## config.mk

```make
export PLATFORM = sky130hd
export DESIGN_NAME = golden_nonce_tx
export DESIGN_NICKNAME = d
export VERILOG_FILES = /design/src/rtl/golden_nonce_tx.sv
export SDC_FILE = /design/constraint.sdc
export NUM_CORES = 1
export LEC_CHECK = 0
export BUFFER_PORTS_ARGS = -buffer_cell sky130_fd_sc_hd__buf_2
export CAP_MARGIN = 25
export CORE_MARGIN = 2
export CORE_UTILIZATION = 45
export CTS_CLUSTER_DIAMETER = 40
export DETAILED_ROUTE_END_ITERATION = 10
export SKIP_CTS_REPAIR_TIMING = 1
export SLEW_MARGIN = 20
export SYNTH_ARGS = -nofsm -noshare
export SYNTH_HDL_FRONTEND = slang
export SYNTH_SLANG_ARGS = --single-unit
```

## constraint.sdc

```tcl
create_clock -name hash_clk -period 4.1 [get_ports hash_clk]
set_input_delay 0.82 -clock hash_clk [delete_from_list [all_inputs] [get_ports hash_clk]]
set_output_delay 0.82 -clock hash_clk [all_outputs]
set_load 0.01 [all_outputs]
```

## src/rtl/golden_nonce_tx.sv

```systemverilog
// golden_nonce_tx: queues golden nonces and sends each one as
// four 8N1 UART bytes, most-significant stored byte first.
module golden_nonce_tx #(
  parameter int unsigned BAUD_DIV  = 434,
  parameter int unsigned FIFO_LOG2 = 2,
  parameter bit          BYTESWAP  = 1'b1
) (
  input  logic                 hash_clk,
  input  logic                 reset_n,
  input  logic [31:0]          golden_nonce,
  input  logic                 golden_nonce_valid,
  output logic                 uart_tx,
  output logic                 busy,
  output logic                 overflow,
  output logic [FIFO_LOG2:0]   fifo_level
);

  localparam int unsigned DEPTH = 1 << FIFO_LOG2;
  localparam logic [15:0] BAUD_LAST = 16'(BAUD_DIV - 1);

  typedef enum logic [1:0] {IDLE, START, DATA, STOP} state_e;

  state_e             state_q, state_d;
  logic [15:0]        baud_q, baud_d;
  logic [2:0]         bit_q, bit_d;
  logic [1:0]         byte_q, byte_d;
  logic [31:0]        shreg_q, shreg_d;
  logic               tx_q, tx_d;
  logic               ovf_q, ovf_d;
  logic [FIFO_LOG2:0] wptr_q, rptr_q;
  logic [31:0]        mem_q [DEPTH];

  logic        empty, full, pop, push, bit_end;
  logic [31:0] wdata;

  assign wdata = BYTESWAP ? {golden_nonce[7:0], golden_nonce[15:8],
                             golden_nonce[23:16], golden_nonce[31:24]}
                          : golden_nonce;

  assign empty = (wptr_q == rptr_q);
  assign full  = (wptr_q[FIFO_LOG2] != rptr_q[FIFO_LOG2]) &&
                 (wptr_q[FIFO_LOG2-1:0] == rptr_q[FIFO_LOG2-1:0]);
  assign pop   = (state_q == IDLE) && !empty;
  // A pop in the same cycle frees a slot, so a full FIFO still accepts.
  assign push  = golden_nonce_valid && (!full || pop);
  assign ovf_d = ovf_q | (golden_nonce_valid & full & ~pop);

  assign bit_end = (baud_q == BAUD_LAST);

  always_comb begin
    state_d = state_q;
    baud_d  = baud_q;
    bit_d   = bit_q;
    byte_d  = byte_q;
    shreg_d = shreg_q;
    tx_d    = 1'b1;
    if (state_q != IDLE) begin
      baud_d = bit_end ? 16'd0 : baud_q + 16'd1;
    end
    unique case (state_q)
      IDLE: begin
        if (!empty) begin
          shreg_d = mem_q[rptr_q[FIFO_LOG2-1:0]];
          byte_d  = 2'd0;
          baud_d  = 16'd0;
          state_d = START;
        end
      end
      START: begin
        if (bit_end) begin
          bit_d   = 3'd0;
          state_d = DATA;
        end
      end
      DATA: begin
        if (bit_end) begin
          bit_d = bit_q + 3'd1;
          if (bit_q == 3'd7) state_d = STOP;
        end
      end
      STOP: begin
        if (bit_end) begin
          if (byte_q != 2'd3) begin
            byte_d  = byte_q + 2'd1;
            shreg_d = shreg_q << 8;
            state_d = START;
          end else begin
            state_d = IDLE;
          end
        end
      end
      default: state_d = IDLE;
    endcase
    // Line value is registered, so it is derived from the next state.
    unique case (state_d)
      START:   tx_d = 1'b0;
      DATA:    tx_d = shreg_d[{2'b11, bit_d}];
      default: tx_d = 1'b1;
    endcase
  end

  always_ff @(posedge hash_clk or negedge reset_n) begin
    if (!reset_n) begin
      state_q <= IDLE;
      baud_q  <= '0;
      bit_q   <= '0;
      byte_q  <= '0;
      shreg_q <= '0;
      tx_q    <= 1'b1;
      ovf_q   <= 1'b0;
      wptr_q  <= '0;
      rptr_q  <= '0;
    end else begin
      state_q <= state_d;
      baud_q  <= baud_d;
      bit_q   <= bit_d;
      byte_q  <= byte_d;
      shreg_q <= shreg_d;
      tx_q    <= tx_d;
      ovf_q   <= ovf_d;
      if (push) wptr_q <= wptr_q + 1'b1;
      if (pop)  rptr_q <= rptr_q + 1'b1;
    end
  end

  always_ff @(posedge hash_clk) begin
    if (push) mem_q[wptr_q[FIFO_LOG2-1:0]] <= wdata;
  end

  assign uart_tx    = tx_q;
  assign overflow   = ovf_q;
  assign fifo_level = wptr_q - rptr_q;
  assign busy       = (state_q != IDLE) | (fifo_level != '0);

endmodule

```

After elaboration in Yosys (flattened, before gate mapping)

Memory sizes are Yosys's and may differ from the RTL's.
Cells that the tools add are included.
Widths: inputs -> output; s select.

Output and inout bits: 6
Bits of input ports: 35
Memories kept: 1
Memory bits (writable): 128
Logic and storage cells: 75
Register bits after elaboration: 63

Memory list:

| memory | words | bits a word | rd ports | clocked after memory_dff | wr ports | line | text |
|---|---|---|---|---|---|---|---|
| mem_q  | 4     | 32          | 1        | 0                        | 1        | 31   | `logic [31:0] mem_q [DEPTH];` |

Eq/ne operators: 14
Mux-type cells: 27
Order comparisons: 1
Reductions and logical operators: 11
Add/sub/neg operators: 6
Bitwise logic cells: 5

Operators by type and width:

| kind                  | count |
|---|---|
| $mux 32               | 3 |
| $mux 16               | 4 |
| $pmux 32 s2           | 1 |
| $add 16x1->16 const B | 1 |
| $eq 16x9->1 const B   | 1 |
| $mux 2                | 8 |
| $add 3x1->3 const B   | 3 |
| $ne 2x2->1 const B    | 4 |
| $pmux 2 s4            | 1 |
| $eq 2x2->1 const B    | 3 |
| $lt 5x6->1 const B    | 1 |
| $mux 3                | 2 |
| $pmux 3 s2            | 1 |
| $eq 2x1->1 const B    | 2 |
| $mux 1                | 4 |
| $pmux 2 s2            | 1 |
| $reduce_and 4->1      | 1 |
| $reduce_bool 2->1     | 2 |
| $bmux 1 s3            | 1 |
| $eq 3x3->1            | 1 |
| $eq 3x3->1 const B    | 1 |
| $logic_and 1x1->1     | 3 |
| $reduce_bool 3->1     | 1 |
| $sub 3x3->3           | 1 |
| other kinds (10)      | 13 |

Depth between registers and ports, before layout

Gate-level depths: netlist of run 1.

Depth in word-level cells: 7
Mapped depth: 15
Gate-level depth less buffers: 13

Least setup slack after synthesis of run 1

No wires, ideal clock.

Kind: register to register
Start point: reg rptr_q[1]
End point: mem mem_q[3][0] (enable)
Cell stages (with the launch flop): 9
Arrival: 2,969 ps
Required time: 3,706 ps
Setup time: 394 ps
Path slack: 737 ps
Cell sequence: dfrtp_1 -> clkbuf_1 -> clkbuf_1 -> inv_1 -> ha_1 -> nand2_1 -> nor2_1 -> a21boi_1 -> and2_1

Word-level cells in the longest chain between the ends: 7
Elaborated cells between the ends (all ways): 10
Those cells by class: eq/ne (2); mux (2); reduce/logical (6)

Ends and longest elaborated chain:

| element                                              | line   | text |
|---|---|---|
| start: declaration                                   | 30     | `logic [FIFO_LOG2:0] wptr_q, rptr_q;` |
| start signal: assignment                             | 122    | `if (pop) rptr_q <= rptr_q + 1'b1;` |
| $eq 3x3->1 or $eq 2x2->1 (tied branches)             | 40, 42 |  |
| $logic_not 1->1 or $logic_and 1x1->1 (tied branches) | --     |  |
| $logic_and 1x1->1 or $logic_not 1->1 (tied branches) | 43, 45 |  |
| $logic_or 1x1->1 (*)                                 | 45     | `assign push = golden_nonce_valid && (!full \|\| pop);` |
| $logic_and 1x1->1 (*)                                | 45     |  |
| $mux 1 (*)                                           | 127    | `if (push) mem_q[wptr_q[FIFO_LOG2-1:0]] <= wdata;` |
| $mux 1 (not written as such) (*)                     | 127    |  |
| end: declaration                                     | 31     |  |

Every way passes the cells marked *; elsewhere a longest branch is shown, timed or not.

Final worst setup path of run 1

Start point: reg baud_q[1]
End point: reg tx_q (netlist: uart_tx)

Word-level cells in the longest chain between the ends: 6
Elaborated cells between the ends (all ways): 15
Those cells by class: eq/ne (3); mux (12)

Ends and longest elaborated chain:

| element                          | line   | text |
|---|---|---|
| start: declaration               | 24     | `logic [15:0] baud_q, baud_d;` |
| start signal: assignment         | 115    | `baud_q <= baud_d;` |
| $eq 16x9->1 (*)                  | 48     | `assign bit_end = (baud_q == BAUD_LAST);` |
| $mux 3, on equally long branches | 76, 70 |  |
| $pmux 3 s2 (*)                   | 60     | `unique case (state_q)` |
| named net bit_d[0]               | 25     | `logic [2:0] bit_q, bit_d;` |
| $bmux 1 s3 (*)                   | 97     | `DATA: tx_d = shreg_d[{2'b11, bit_d}];` |
| $mux 1 (not written as such) (*) | 97     |  |
| $pmux 1 s2 (*)                   | 95     | `unique case (state_d)` |
| named net tx_d                   | 28     | `logic tx_q, tx_d;` |
| end signal: assignment           | 119    | `tx_q <= tx_d;` |
| end: declaration                 | 28     |  |

The timed path passes the listed nets; every way through them passes the cells marked *. The select of a mux whose other input is x is not followed.
A chain may end at the register's enable or synchronous reset.

==> flow_summary.html, run 1 <==
<table>
<tr><th>Metric</th><th>Value</th></tr>
<tr><th colspan="2">Outcome</th></tr>
<tr><td>Result of the run</td><td>finished clean</td></tr>
<tr><th colspan="2">STA</th></tr>
<tr><td>Sum of negative setup slack</td><td>0 ns</td></tr>
<tr><td>Slew @ Worst Pin</td><td>1.02 ns</td></tr>
<tr><td>Hold Violations, Final</td><td>0</td></tr>
<tr><td>Max Clock Freq</td><td>a little under 300 MHz</td></tr>
<tr><td>Unrepaired setup endpoints after global routing</td><td>false</td></tr>
<tr><td>Setup-failing EPs final</td><td>0</td></tr>
<tr><td>Worst Setup Slack, final</td><td>between 0.7 and 0.8 ns</td></tr>
<tr><td>Worst slew slack as a fraction of its limit</td><td>roughly a third</td></tr>
<tr><td>Post-Route Skew</td><td>0.0122 ns</td></tr>
<tr><td>Min Tclk post-route</td><td>around 3.4 ns</td></tr>
<tr><td>Crit share post-route</td><td>between 80 and 90%</td></tr>
<tr><td>Worst-case hold slack</td><td>0.273 ns</td></tr>
<tr><td>Final-report max-slew violation count</td><td>0</td></tr>
<tr><th colspan="2">Worst setup path</th></tr>
<tr><td>Endpoint of the most critical setup path</td><td>uart_tx</td></tr>
<tr><td>Endpoint class of the critical path</td><td>flip-flop</td></tr>
<tr><td>Worst setup SP type</td><td>flip-flop</td></tr>
<tr><td>Critical R2R Launch</td><td>baud_q[1]</td></tr>
<tr><td>Arrival time of the worst setup path</td><td>approximately 3.7 ns</td></tr>
<tr><td>Critical path required time</td><td>about 4.5 ns</td></tr>
<tr><td>Destination of the worst register-to-register timing path</td><td>uart_tx</td></tr>
<tr><td>Depth of the most critical reg-to-reg path</td><td>13</td></tr>
<tr><td>Crit path kind</td><td>reg -&gt; reg</td></tr>
<tr><td>Critical Path Fanout Max</td><td>13</td></tr>
<tr><td>Timing startpoint of the critical path</td><td>baud_q[1]</td></tr>
<tr><td>Setup slack, reg-to-reg</td><td>0.72 ns</td></tr>
<tr><th colspan="2">Die</th></tr>
<tr><td>Area of the die</td><td>19000 um2</td></tr>
<tr><td>Total core area</td><td>17400 um2</td></tr>
<tr><td># rows</td><td>48</td></tr>
<tr><td>Effective utilization at floorplan</td><td>46.3%</td></tr>
<tr><td>I/O Pins</td><td>roughly 40</td></tr>
<tr><td>Height of the die</td><td>between 100 and 150 um</td></tr>
<tr><td>Die extent in x</td><td>138 um</td></tr>
<tr><th colspan="2">Yosys</th></tr>
<tr><td>Commonest cells post-synth</td><td>edfxtp_1, dfrtp_1, nand2_1</td></tr>
<tr><td>Mux cell area share after synthesis</td><td>9.58%</td></tr>
<tr><td>Area fraction in and, or, nand and nor cells after synthesis</td><td>under 10%</td></tr>
<tr><td>Most repeated cell in the gate-level netlist after synthesis</td><td>edfxtp_1</td></tr>
<tr><td>Number of storage elements in the synthesis netlist</td><td>191</td></tr>
<tr><td>Cell count after synthesis</td><td>530</td></tr>
<tr><td>Sequential element share of the synthesized area</td><td>between 60% and 70%</td></tr>
<tr><td>FFs w/ async S/R, synth</td><td>33.0%</td></tr>
<tr><td>Unique cell type count in the Yosys netlist</td><td>63</td></tr>
<tr><td>Top-area cell type share of the netlist area</td><td>47.7%</td></tr>
<tr><td>Mean post-synth cell area</td><td>15.2 um2</td></tr>
<tr><td>Main synth FF type</td><td>edfxtp_1</td></tr>
<tr><td>Synthesized-area fraction occupied by adder cells</td><td>under 10%</td></tr>
<tr><td>Cell taking the most area after synthesis</td><td>edfxtp_1</td></tr>
<tr><td>Complex-gate fraction of the synthesized area</td><td>9.07%</td></tr>
<tr><td>Top cells by area in the synthesized netlist</td><td>edfxtp_1, dfrtp_1, mux4_2</td></tr>
<tr><td>YS warnings</td><td>0</td></tr>
<tr><td>Mapped Nets</td><td>583</td></tr>
<tr><td>Largest family of logic cells by synthesized area</td><td>multiplexers</td></tr>
<tr><td>EDFF count, synth</td><td>~130</td></tr>
<tr><td>Post-synthesis instance area</td><td>8060 um2</td></tr>
<tr><td>Synthesized-area fraction occupied by xor and xnor cells</td><td>1.61%</td></tr>
<tr><th colspan="2">Place</th></tr>
<tr><td>Detailed Place HPWL</td><td>9930 um</td></tr>
<tr><td>I/O Buffers</td><td>40</td></tr>
<tr><td>Placed cell count</td><td>780</td></tr>
<tr><td>Post-placement worst setup slack</td><td>0.833 ns</td></tr>
<tr><td>Weighted congestion reported at the end of routability-driven placement</td><td>about 0.80</td></tr>
<tr><th colspan="2">Power and ir drop</th></tr>
<tr><td>Power density over cell area</td><td>714 nW/um2</td></tr>
<tr><td>Leak</td><td>~0.0034 uW</td></tr>
<tr><td>Total Power Consumption</td><td>approximately 6500 uW</td></tr>
<tr><td>Largest voltage drop on the vdd net</td><td>382 uV</td></tr>
<tr><th colspan="2">Final layout</th></tr>
<tr><td>Number of filler cells placed in the layout</td><td>1476</td></tr>
<tr><td>Nets@finish</td><td>628</td></tr>
<tr><td>Share of layout cells above drive strength 1</td><td>21.8%</td></tr>
<tr><td>Non-filler instance count after layout</td><td>813</td></tr>
<tr><td>Antenna diode count</td><td>0</td></tr>
<tr><td>Area growth, synth to finish</td><td>13.5%</td></tr>
<tr><th colspan="2">Clock tree</th></tr>
<tr><td>H-tree Lvls</td><td>4</td></tr>
<tr><td>Worst-case clock buffer depth</td><td>2</td></tr>
<tr><td>CTS root buffer</td><td>clkbuf_16</td></tr>
<tr><td>Clock input transition at the sequential cells of the worst setup and hold paths</td><td>0.07 ns</td></tr>
<tr><td>Clock insertion delay at the later pin of the skew report</td><td>between 0.4 and 0.5 ns</td></tr>
<tr><td>TritonCTS Sinks</td><td>191</td></tr>
<tr><td>Number of buffers added by the clock tree synthesis step</td><td>17</td></tr>
<tr><td>Clock tree from TritonCTS</td><td>done</td></tr>
<tr><th colspan="2">Routing</th></tr>
<tr><td>Iteration count of the initial detailed-routing pass</td><td>5</td></tr>
<tr><td>Via/cell ratio</td><td>5.58</td></tr>
<tr><td>Wire length after detailed routing</td><td>15600 um</td></tr>
<tr><td>DR vias</td><td>roughly 4500</td></tr>
<tr><td>Final routed wire length divided by cell count</td><td>a little under 20 um</td></tr>
<tr><td>Detailed-route DRC error count</td><td>0</td></tr>
<tr><td>Initial detailed-routing violation count</td><td>327</td></tr>
<tr><td>Post-detailed-route count of antenna-violating nets</td><td>0</td></tr>
<tr><th colspan="2">Global routing</th></tr>
<tr><td>Wire length of the first global-routing pass</td><td>25700 um</td></tr>
<tr><td>Number of antenna violations at the first check in global routing</td><td>0</td></tr>
<tr><td>Number of global-route vias before repair</td><td>between 4000 and 5000</td></tr>
<tr><td>Maximum number of pins on one net before global-route repair</td><td>41</td></tr>
<tr><td>Global-route usage over all layers</td><td>a little under a fifth</td></tr>
<tr><td>GRT overflow</td><td>0</td></tr>
<tr><th colspan="2">Hold path</th></tr>
<tr><td>Hold crit path type</td><td>in -&gt; async</td></tr>
<tr><th colspan="2">Job</th></tr>
<tr><td>MaxCap Viol Count</td><td>0</td></tr>
</table>
## through the flow
stage	cell area, um2	utilization, %
after floorplan	8060	-
after global placement	8510	48.9
after detailed placement	8510	48.9
after CTS	9130	52.4
after global routing	9150	52.5
final	9150	52.5
## logic make-up after synthesis
logic type	count (synthesis)
compound gates	106
xor+xnor	14
fa+ha+maj	18
buf+inv	44
flops	191
mux	37
simple gates	120
## routing by layer
layer  part of all wire (%)  track usage, %  up-vias
met3                    3.5            3.97       12
met2                     52            31.1       84
li1                       -               -     2130
met4                    1.1            4.71        0
met1                     43            23.6     2312
met5                      0               0        -
## registers in the layout, summed over array words and instances, names as in the netlist
| signal | count |
|---|---|
| wptr_q | 3 |
| state_q | 2 |
| overflow | 1 |
| mem_q | 128 |
| byte_q | 2 |
| bit_q | 3 |
| rptr_q | 3 |
| baud_q | 16 |
| shreg_q | 32 |
| uart_tx | 1 |
## cell usage in the layout (no fill, tap or decap), types with 3 or more instances in the layout
cell type	instances
ha_1	17
buf_2	40
dfrtp_1	61
a21oi_1	5
nor2_1	17
and2_1	4
and3_1	5
nand3_1	10
nor2b_1	3
xnor2_1	6
clkbuf_16	17
buf_4	12
xor2_1	7
inv_6	4
a22oi_1	22
edfxtp_1	128
o21ai_0	32
o31ai_1	17
nand2_1	62
mux2i_1	4
inv_8	4
inv_1	16
mux4_2	32
## power breakdown
group / internal (uW) / total, uW / switching, uW
registers: 2510 / 2700 / 184
logic: 825 / 2140 / 1310
clock network: 931 / 1690 / 761
total: 4270 / 6530 / 2260
## layout make-up
cell class	instances	area [um2]	share of cell area, %
clock inverter	15	189	2.07
clock buffer	17	425	4.65
tap	225	282	3.08
multi-input combinational	295	2450	26.8
sequential	191	5420	59.3
inverter	17	66.3	0.725
timing repair buffer	53	310	3.39
## critical path, cell delays in order (launching register included)
cell      delay, ns
dfrtp_1        0.42
inv_1          0.08
ha_1           0.15
nor3b_1        0.20
and4_1         0.41
inv_4          0.14
ha_1           0.30
inv_1          0.07
a221oi_1       0.07
nor2_1         0.40
mux2i_1        0.24
nor2_1         0.06
o311a_1        0.35
o41a_1         0.41
## worst min path at each step
stage / end / start / cells past startpoint
finish: overflow / reset_n / 1
global route: overflow / reset_n / 1
CTS: overflow / overflow / 1
detailed placement: overflow / overflow / 1
global placement: overflow / overflow / 1
floorplan: shreg_q[22] / shreg_q[22] / 2
No activity file was read; power rests on OpenSTA's default activity.
==> run 2: changes to the inputs <==
==> constraint.sdc (replaced) <==
create_clock -name hash_clk -period 3.5 [get_ports hash_clk]
set_input_delay 0.7 -clock hash_clk [delete_from_list [all_inputs] [get_ports hash_clk]]
set_output_delay 0.7 -clock hash_clk [all_outputs]
set_load 0.01 [all_outputs]
==> flow_summary.html, run 2 (synthesis results as in run 1) <==
<table>
<tr><th>Metric</th><th>Value</th></tr>
<tr><th colspan="2">Outcome</th></tr>
<tr><td>Result of the run</td><td>finished clean</td></tr>
<tr><th colspan="2">Final layout</th></tr>
<tr><td>Nets@finish</td><td>632 (+0.64%)</td></tr>
<tr><td>Largest register FFs</td><td>128 (unchanged)</td></tr>
<tr><td>Commonest cells after routing, fill and taps aside</td><td>edfxtp_1, nand2_1, dfrtp_1</td></tr>
<tr><td>Area growth, synth to finish</td><td>13.1%</td></tr>
<tr><td>Share of layout cells above drive strength 1</td><td>21.6% (-0.15 points)</td></tr>
<tr><td>Antenna diode count</td><td>0 (unchanged)</td></tr>
<tr><td>Most common cell after layout, fill and taps aside</td><td>edfxtp_1</td></tr>
<tr><th colspan="2">Global routing</th></tr>
<tr><td>Number of global-route vias before repair</td><td>4625 (-4.5%)</td></tr>
<tr><td>Wire length of the first global-routing pass</td><td>24800 um (-3.5%)</td></tr>
<tr><td>Global-route usage over all layers</td><td>17.8% (-0.38 points)</td></tr>
<tr><td>GRT overflow</td><td>0 (unchanged)</td></tr>
<tr><td>Maximum number of pins on one net before global-route repair</td><td>51 (+24%)</td></tr>
<tr><td>Number of antenna violations at the first check in global routing</td><td>0 (unchanged)</td></tr>
<tr><th colspan="2">Die</th></tr>
<tr><td>Die extent in x</td><td>138 um (unchanged)</td></tr>
<tr><td>Effective utilization at floorplan</td><td>46.3% (unchanged)</td></tr>
<tr><td>Height of the die</td><td>138 um (unchanged)</td></tr>
<tr><td>I/O Pins</td><td>41 (unchanged)</td></tr>
<tr><td>Area of the die</td><td>19000 um2 (unchanged)</td></tr>
<tr><td>Total core area</td><td>17400 um2 (unchanged)</td></tr>
<tr><td># rows</td><td>48 (unchanged)</td></tr>
<tr><th colspan="2">STA</th></tr>
<tr><td>Crit share post-route</td><td>93.3% (+11 points)</td></tr>
<tr><td>Slew @ Worst Pin</td><td>0.784 ns (-0.234 ns)</td></tr>
<tr><td>Setup-failing EPs final</td><td>0 (unchanged)</td></tr>
<tr><td>Sum of negative setup slack</td><td>0 ns (unchanged)</td></tr>
<tr><td>Min Tclk post-route</td><td>3.27 ns (-0.117 ns)</td></tr>
<tr><td>Post-Route Skew</td><td>0.0237 ns (+0.0115 ns)</td></tr>
<tr><td>Hold Violations, Final</td><td>0 (unchanged)</td></tr>
<tr><td>Max Clock Freq</td><td>306 MHz (+3.6%)</td></tr>
<tr><td>Final-report max-slew violation count</td><td>0 (unchanged)</td></tr>
<tr><td>Worst slew slack as a fraction of its limit</td><td>47.5% (+15 points)</td></tr>
<tr><td>Unrepaired setup endpoints after global routing</td><td>false</td></tr>
<tr><td>Worst Setup Slack, final</td><td>0.234 ns (-0.483 ns)</td></tr>
<tr><th colspan="2">Routing</th></tr>
<tr><td>Detailed-route DRC error count</td><td>0 (unchanged)</td></tr>
<tr><td>Iteration count of the initial detailed-routing pass</td><td>4 (-1)</td></tr>
<tr><td>Initial detailed-routing violation count</td><td>342 (+4.6%)</td></tr>
<tr><td>Via/cell ratio</td><td>5.56 (-0.38%)</td></tr>
<tr><td>DR vias</td><td>4543 (+0.11%)</td></tr>
<tr><td>Post-detailed-route count of antenna-violating nets</td><td>0 (unchanged)</td></tr>
<tr><td>Final routed wire length divided by cell count</td><td>18.9 um (-1.8%)</td></tr>
<tr><td>Wire length after detailed routing</td><td>15400 um (-1.3%)</td></tr>
<tr><th colspan="2">Worst setup path</th></tr>
<tr><td>Cells traversed along the worst timing path</td><td>nor4_2, and4_1, inv_4, ha_1, inv_1, a221oi_1, nor2_1, mux2i_1, nor2_1, o311a_1, o41a_1</td></tr>
<tr><td>Setup slack, reg-to-reg</td><td>0.23 ns (-0.48 ns)</td></tr>
<tr><td>Longest individual stage delay on the worst path</td><td>0.44 ns (+0.02 ns)</td></tr>
<tr><td>Standard cell with the maximum stage delay on the critical path</td><td>dfrtp_1</td></tr>
<tr><td>Destination of the worst register-to-register timing path</td><td>uart_tx</td></tr>
<tr><td>Endpoint of the most critical setup path</td><td>uart_tx</td></tr>
<tr><td>Critical path required time</td><td>3.85 ns (-0.60 ns)</td></tr>
<tr><td>Critical Path Fanout Max</td><td>13 (unchanged)</td></tr>
<tr><td>Crit path kind</td><td>reg -&gt; reg</td></tr>
<tr><td>Worst setup SP type</td><td>flip-flop</td></tr>
<tr><td>CP most frequent cell</td><td>nor2_1</td></tr>
<tr><td>Depth of the most critical reg-to-reg path</td><td>11 (-2)</td></tr>
<tr><td>Timing startpoint of the critical path</td><td>baud_q[11]</td></tr>
<tr><td>Critical R2R Launch</td><td>baud_q[11]</td></tr>
<tr><td>Arrival time of the worst setup path</td><td>3.62 ns (-0.11 ns)</td></tr>
<tr><td>Endpoint class of the critical path</td><td>flip-flop</td></tr>
<tr><th colspan="2">Place</th></tr>
<tr><td>Post-placement worst setup slack</td><td>0.244 ns (-0.589 ns)</td></tr>
<tr><td>I/O Buffers</td><td>40 (unchanged)</td></tr>
<tr><td>Detailed Place HPWL</td><td>10200 um (+2.2%)</td></tr>
<tr><td>Weighted congestion reported at the end of routability-driven placement</td><td>0.804 (+0.53%)</td></tr>
<tr><th colspan="2">Power and ir drop</th></tr>
<tr><td>Largest voltage drop on the vdd net</td><td>417 uV (+9.2%)</td></tr>
<tr><td>Power density over cell area</td><td>825 nW/um2 (+16%)</td></tr>
<tr><td>Leak</td><td>0.00337 uW (-0.82%)</td></tr>
<tr><th colspan="2">Clock tree</th></tr>
<tr><td>CTS root buffer</td><td>clkbuf_16</td></tr>
<tr><td>H-tree Lvls</td><td>4 (unchanged)</td></tr>
<tr><td>Clock input transition at the sequential cells of the worst setup and hold paths</td><td>0.07 ns (about the same)</td></tr>
<tr><td>Number of buffers added by the clock tree synthesis step</td><td>17 (unchanged)</td></tr>
<tr><td>TritonCTS Sinks</td><td>191 (unchanged)</td></tr>
<tr><td>Clock tree from TritonCTS</td><td>done</td></tr>
<tr><td>Clock insertion delay at the later pin of the skew report</td><td>0.43 ns (about the same)</td></tr>
<tr><td>Worst-case clock buffer depth</td><td>2 (unchanged)</td></tr>
<tr><th colspan="2">Job</th></tr>
<tr><td>MaxCap Viol Count</td><td>0 (unchanged)</td></tr>
<tr><th colspan="2">Hold path</th></tr>
<tr><td>Hold crit path type</td><td>in -&gt; async</td></tr>
</table>
run 2: cell count changes in the layout (fill, tap and decap cells not counted), sizes merged:
cell,before,now
clkbuf,17,19
bufinv,2,1
buf,53,57
inv,25,19
clkinv,4,5
clkinvlp,1,5
run 2: area by class of cell:
| type | count | area, um2 |
|---|---|---|
| Clock inverter | 13 | 114 |
| Timing Repair Buffer | 57 | 348 |
| Multi-Input combinational cell | 295 | 2450 |
| Inverter | 17 | 66.3 |
| Fill cell | 1489 | 8300 |
| Clock buffer | 19 | 433 |
| Tap cell | 225 | 282 |
| Sequential cell | 191 | 5420 |
run 2: how the worst min path moves through the flow:
stage	end	slack, ns
2_1_floorplan	baud_q[0]	0.40
3_3_place_gp	overflow	0.45
3_5_place_dp	overflow	0.46
4_1_cts	baud_q[2]	0.35
5_1_grt	baud_q[2]	0.38
6_report	baud_q[2]	0.34
run 2: power by group:
part | switching (uW) | internal (uW)
clock network | 800 | 978
registers | 219 | 2950
logic | 1540 | 1040
run 2: layer usage:
metal | vias to the layer above | routed length (um) | track usage (%)
li1 | 2142 | - | -
met1 | 2327 | 6650 | 22.4
met2 | 64 | 8100 | 30.2
met3 | 10 | 518 | 4.01
met4 | 0 | 151 | 6.63
met5 | - | 0 | 0
run 2: worst max-delay path: cells and delay by family (launching register included):
kind                       cells  cell delay [ns]
AOI/OAI and AO/OA              3             0.81
adders and majority gates      1             0.29
buffers and inverters          2             0.18
muxes                          1             0.24
and+or+nand+nor                4             1.23
DFF                            1             0.44
run 2: metrics by stage:
stage | cells | util, % | hold WS (ns) | total power (uW) | cell area, um2
5_1_grt | 817 | 52.3 | 0.378 | 7980 | 9110
4_1_cts | 816 | 52.2 | 0.349 | 7570 | 9090
3_5_place_dp | 784 | 49.0 | 0.456 | 5780 | 8540
6_report | 817 | 52.3 | 0.336 | 7520 | 9110
2_1_floorplan | 530 | - | 0.404 | 4970 | 8060
3_3_place_gp | 784 | 49.0 | 0.451 | 5710 | 8540
==> run 3: changes to the inputs <==
--- a/config.mk
+++ b/config.mk
@@ -11,6 +11,8 @@
 export CORE_UTILIZATION = 45
 export CTS_CLUSTER_DIAMETER = 40
 export DETAILED_ROUTE_END_ITERATION = 10
+export PLACE_DENSITY_LB_ADDON = 0.12
+export RECOVER_POWER = 50
 export SKIP_CTS_REPAIR_TIMING = 1
 export SLEW_MARGIN = 20
 export SYNTH_ARGS = -nofsm -noshare
==> flow_summary.html, run 3 (synthesis results as in run 1) <==
<table>
<tr><th>Metric</th><th>Value</th></tr>
<tr><th colspan="2">Worst setup path</th></tr>
<tr><td>Standard cell with the maximum stage delay on the critical path</td><td>dfrtp_1</td></tr>
<tr><td>Critical path required time</td><td>3.85 ns (about the same)</td></tr>
<tr><td>Cells traversed along the worst timing path</td><td>nor4_2, and4_1, inv_4, ha_1, inv_1, a221oi_1, nor2_1, mux2i_1, nor2_1, o311a_1, o41a_1</td></tr>
<tr><td>Worst setup SP type</td><td>flip-flop</td></tr>
<tr><td>Crit path kind</td><td>reg -&gt; reg</td></tr>
<tr><td>Endpoint class of the critical path</td><td>flip-flop</td></tr>
<tr><td>Arrival time of the worst setup path</td><td>3.62 ns (about the same)</td></tr>
<tr><td>Critical Path Fanout Max</td><td>13 (unchanged)</td></tr>
<tr><td>Longest individual stage delay on the worst path</td><td>0.44 ns (about the same)</td></tr>
<tr><td>CP most frequent cell</td><td>nor2_1</td></tr>
<tr><th colspan="2">Routing</th></tr>
<tr><td>DR vias</td><td>4503 (-0.88%)</td></tr>
<tr><td>Iteration count of the initial detailed-routing pass</td><td>5 (+1)</td></tr>
<tr><td>Wire length after detailed routing</td><td>15700 um (+1.9%)</td></tr>
<tr><td>Via/cell ratio</td><td>5.53 (-0.64%)</td></tr>
<tr><td>Initial detailed-routing violation count</td><td>198 (-42%)</td></tr>
<tr><td>Post-detailed-route count of antenna-violating nets</td><td>0 (unchanged)</td></tr>
<tr><td>Final routed wire length divided by cell count</td><td>19.3 um (+2.2%)</td></tr>
<tr><td>Detailed-route DRC error count</td><td>0 (unchanged)</td></tr>
<tr><th colspan="2">Power and ir drop</th></tr>
<tr><td>Leak</td><td>0.00329 uW (-2.2%)</td></tr>
<tr><td>Total Power Consumption</td><td>7590 uW (+0.87%)</td></tr>
<tr><td>Power density over cell area</td><td>833 nW/um2 (+0.88%)</td></tr>
<tr><td>Largest voltage drop on the vdd net</td><td>559 uV (+34%)</td></tr>
<tr><th colspan="2">Clock tree</th></tr>
<tr><td>CTS root buffer</td><td>clkbuf_16</td></tr>
<tr><td>Clock insertion delay at the later pin of the skew report</td><td>0.43 ns (about the same)</td></tr>
<tr><td>H-tree Lvls</td><td>4 (unchanged)</td></tr>
<tr><td>Number of buffers added by the clock tree synthesis step</td><td>17 (unchanged)</td></tr>
<tr><td>Worst-case clock buffer depth</td><td>2 (unchanged)</td></tr>
<tr><td>TritonCTS Sinks</td><td>191 (unchanged)</td></tr>
<tr><td>Clock input transition at the sequential cells of the worst setup and hold paths</td><td>0.07 ns (about the same)</td></tr>
<tr><td>Clock tree from TritonCTS</td><td>done</td></tr>
<tr><th colspan="2">Place</th></tr>
<tr><td>Placed cell area</td><td>8580 um2 (+0.41%)</td></tr>
<tr><td>I/O Buffers</td><td>40 (unchanged)</td></tr>
<tr><td>Post-placement worst setup slack</td><td>0.242 ns (-0.00211 ns)</td></tr>
<tr><td>Detailed Place HPWL</td><td>10100 um (-0.99%)</td></tr>
<tr><td>Placed cell count</td><td>782 (-0.26%)</td></tr>
<tr><td>Weighted congestion reported at the end of routability-driven placement</td><td>0.864 (+7.6%)</td></tr>
<tr><th colspan="2">Final layout</th></tr>
<tr><td>Non-filler instance count after layout</td><td>815 (-0.24%)</td></tr>
<tr><td>Share of layout cells above drive strength 1</td><td>15.6% (-6.0 points)</td></tr>
<tr><td>Final design area excluding fillers</td><td>9110 um2 (about the same)</td></tr>
<tr><td>Largest register FFs</td><td>128 (unchanged)</td></tr>
<tr><td>Antenna diode count</td><td>0 (unchanged)</td></tr>
<tr><td>Nets@finish</td><td>630 (-0.32%)</td></tr>
<tr><td>Number of filler cells placed in the layout</td><td>1470 (-1.3%)</td></tr>
<tr><td>Commonest cells after routing, fill and taps aside</td><td>edfxtp_1, nand2_1, dfrtp_1</td></tr>
<tr><td>Area used by sequential logic in the layout</td><td>5420 um2 (unchanged)</td></tr>
<tr><td>Most common cell after layout, fill and taps aside</td><td>edfxtp_1</td></tr>
<tr><td>Multi-input combinational cell area</td><td>2450 um2 (unchanged)</td></tr>
<tr><td>Area growth, synth to finish</td><td>13.1% (about the same)</td></tr>
<tr><th colspan="2">Die</th></tr>
<tr><td>Height of the die</td><td>138 um (unchanged)</td></tr>
<tr><td>Effective utilization at floorplan</td><td>46.3% (unchanged)</td></tr>
<tr><td>Area of the die</td><td>19000 um2 (unchanged)</td></tr>
<tr><td>Die extent in x</td><td>138 um (unchanged)</td></tr>
<tr><td>Total core area</td><td>17400 um2 (unchanged)</td></tr>
<tr><td>I/O Pins</td><td>41 (unchanged)</td></tr>
<tr><td># rows</td><td>48 (unchanged)</td></tr>
<tr><th colspan="2">STA</th></tr>
<tr><td>Final-report max-slew violation count</td><td>0 (unchanged)</td></tr>
<tr><td>Slew @ Worst Pin</td><td>1.39 ns (+0.606 ns)</td></tr>
<tr><td>Sum of negative setup slack</td><td>0 ns (unchanged)</td></tr>
<tr><td>Post-Route Skew</td><td>0.0109 ns (-0.0128 ns)</td></tr>
<tr><td>Crit share post-route</td><td>93.5% (+0.18 points)</td></tr>
<tr><td>Unrepaired setup endpoints after global routing</td><td>false</td></tr>
<tr><td>Min Tclk post-route</td><td>3.27 ns (+0.00620 ns)</td></tr>
<tr><td>Setup-failing EPs final</td><td>0 (unchanged)</td></tr>
<tr><td>Hold Violations, Final</td><td>0 (unchanged)</td></tr>
<tr><td>Worst slew slack as a fraction of its limit</td><td>7.33% (-40 points)</td></tr>
<tr><td>Worst Setup Slack, final</td><td>0.228 ns (-0.00620 ns)</td></tr>
<tr><td>Max Clock Freq</td><td>306 MHz (-0.19%)</td></tr>
<tr><th colspan="2">Hold path</th></tr>
<tr><td>Hold crit path type</td><td>reg -&gt; reg</td></tr>
<tr><th colspan="2">Global routing</th></tr>
<tr><td>Wire length of the first global-routing pass</td><td>25000 um (+0.73%)</td></tr>
<tr><td>Global-route usage over all layers</td><td>18.1% (+0.31 points)</td></tr>
<tr><td>GRT overflow</td><td>0 (unchanged)</td></tr>
<tr><td>Maximum number of pins on one net before global-route repair</td><td>51 (unchanged)</td></tr>
<tr><td>Number of antenna violations at the first check in global routing</td><td>0 (unchanged)</td></tr>
<tr><td>Number of global-route vias before repair</td><td>4693 (+1.5%)</td></tr>
<tr><th colspan="2">Outcome</th></tr>
<tr><td>Result of the run</td><td>finished clean</td></tr>
<tr><th colspan="2">Job</th></tr>
<tr><td>MaxCap Viol Count</td><td>0 (unchanged)</td></tr>
</table>
==> run 3: per-stage QoR <==
stage | hold slack (ns) | util, %
2_1_floorplan | 0.404 | -
3_3_place_gp | 0.445 | 49.2
3_5_place_dp | 0.470 | 49.2
4_1_cts | 0.254 | 52.5
5_1_grt | 0.512 | 52.3
6_report | 0.482 | 52.3
==> run 3: per-layer routing <==
layer  wire [um]  up-vias  share of wire (%)  GRT usage [%]
li1            -     2133                  -              -
met3         528        7                3.4           4.27
met5           0        -                  0              0
met4         129        0               0.82           5.67
met1        6830     2300                 43           22.5
met2        8230       63                 52           31.4
==> run 3: cell type report <==
type	count	area share (%)
sequential	191	59.5
tap	225	3.09
clock buffer	19	4.75
clock inverter	13	1.40
timing repair buffer	55	3.65
inverter	17	0.728
multi-input combinational	295	26.9
==> run 3: path summary, 6_finish.rpt <==
check / start / end / slack, ns / cells past startpoint
max in group asynchronous: reset_n / shreg_q[23] / 1.07 / 2
hold / removal: shreg_q[9] / shreg_q[9] / 0.48 / 2
min in group asynchronous: reset_n / overflow / 0.54 / 1
setup / recovery: baud_q[11] / uart_tx / 0.23 / 11
hold reg to reg: shreg_q[9] / shreg_q[9] / 0.48 / 2
setup reg to reg: baud_q[11] / uart_tx / 0.23 / 11
==> run 3: worst max-delay path: cells and delay by family (launching register included) <==
family | cells | cell delay [ns]
flops | 1 | 0.44
mux | 1 | 0.25
compound gates | 3 | 0.80
fa+ha+maj | 1 | 0.29
simple gates | 4 | 1.23
buf+inv | 2 | 0.18
==> run 3: power breakdown <==
group / switching [uW] / internal, uW
clock: 845 / 997
combinational: 1530 / 1050
sequential: 221 / 2940
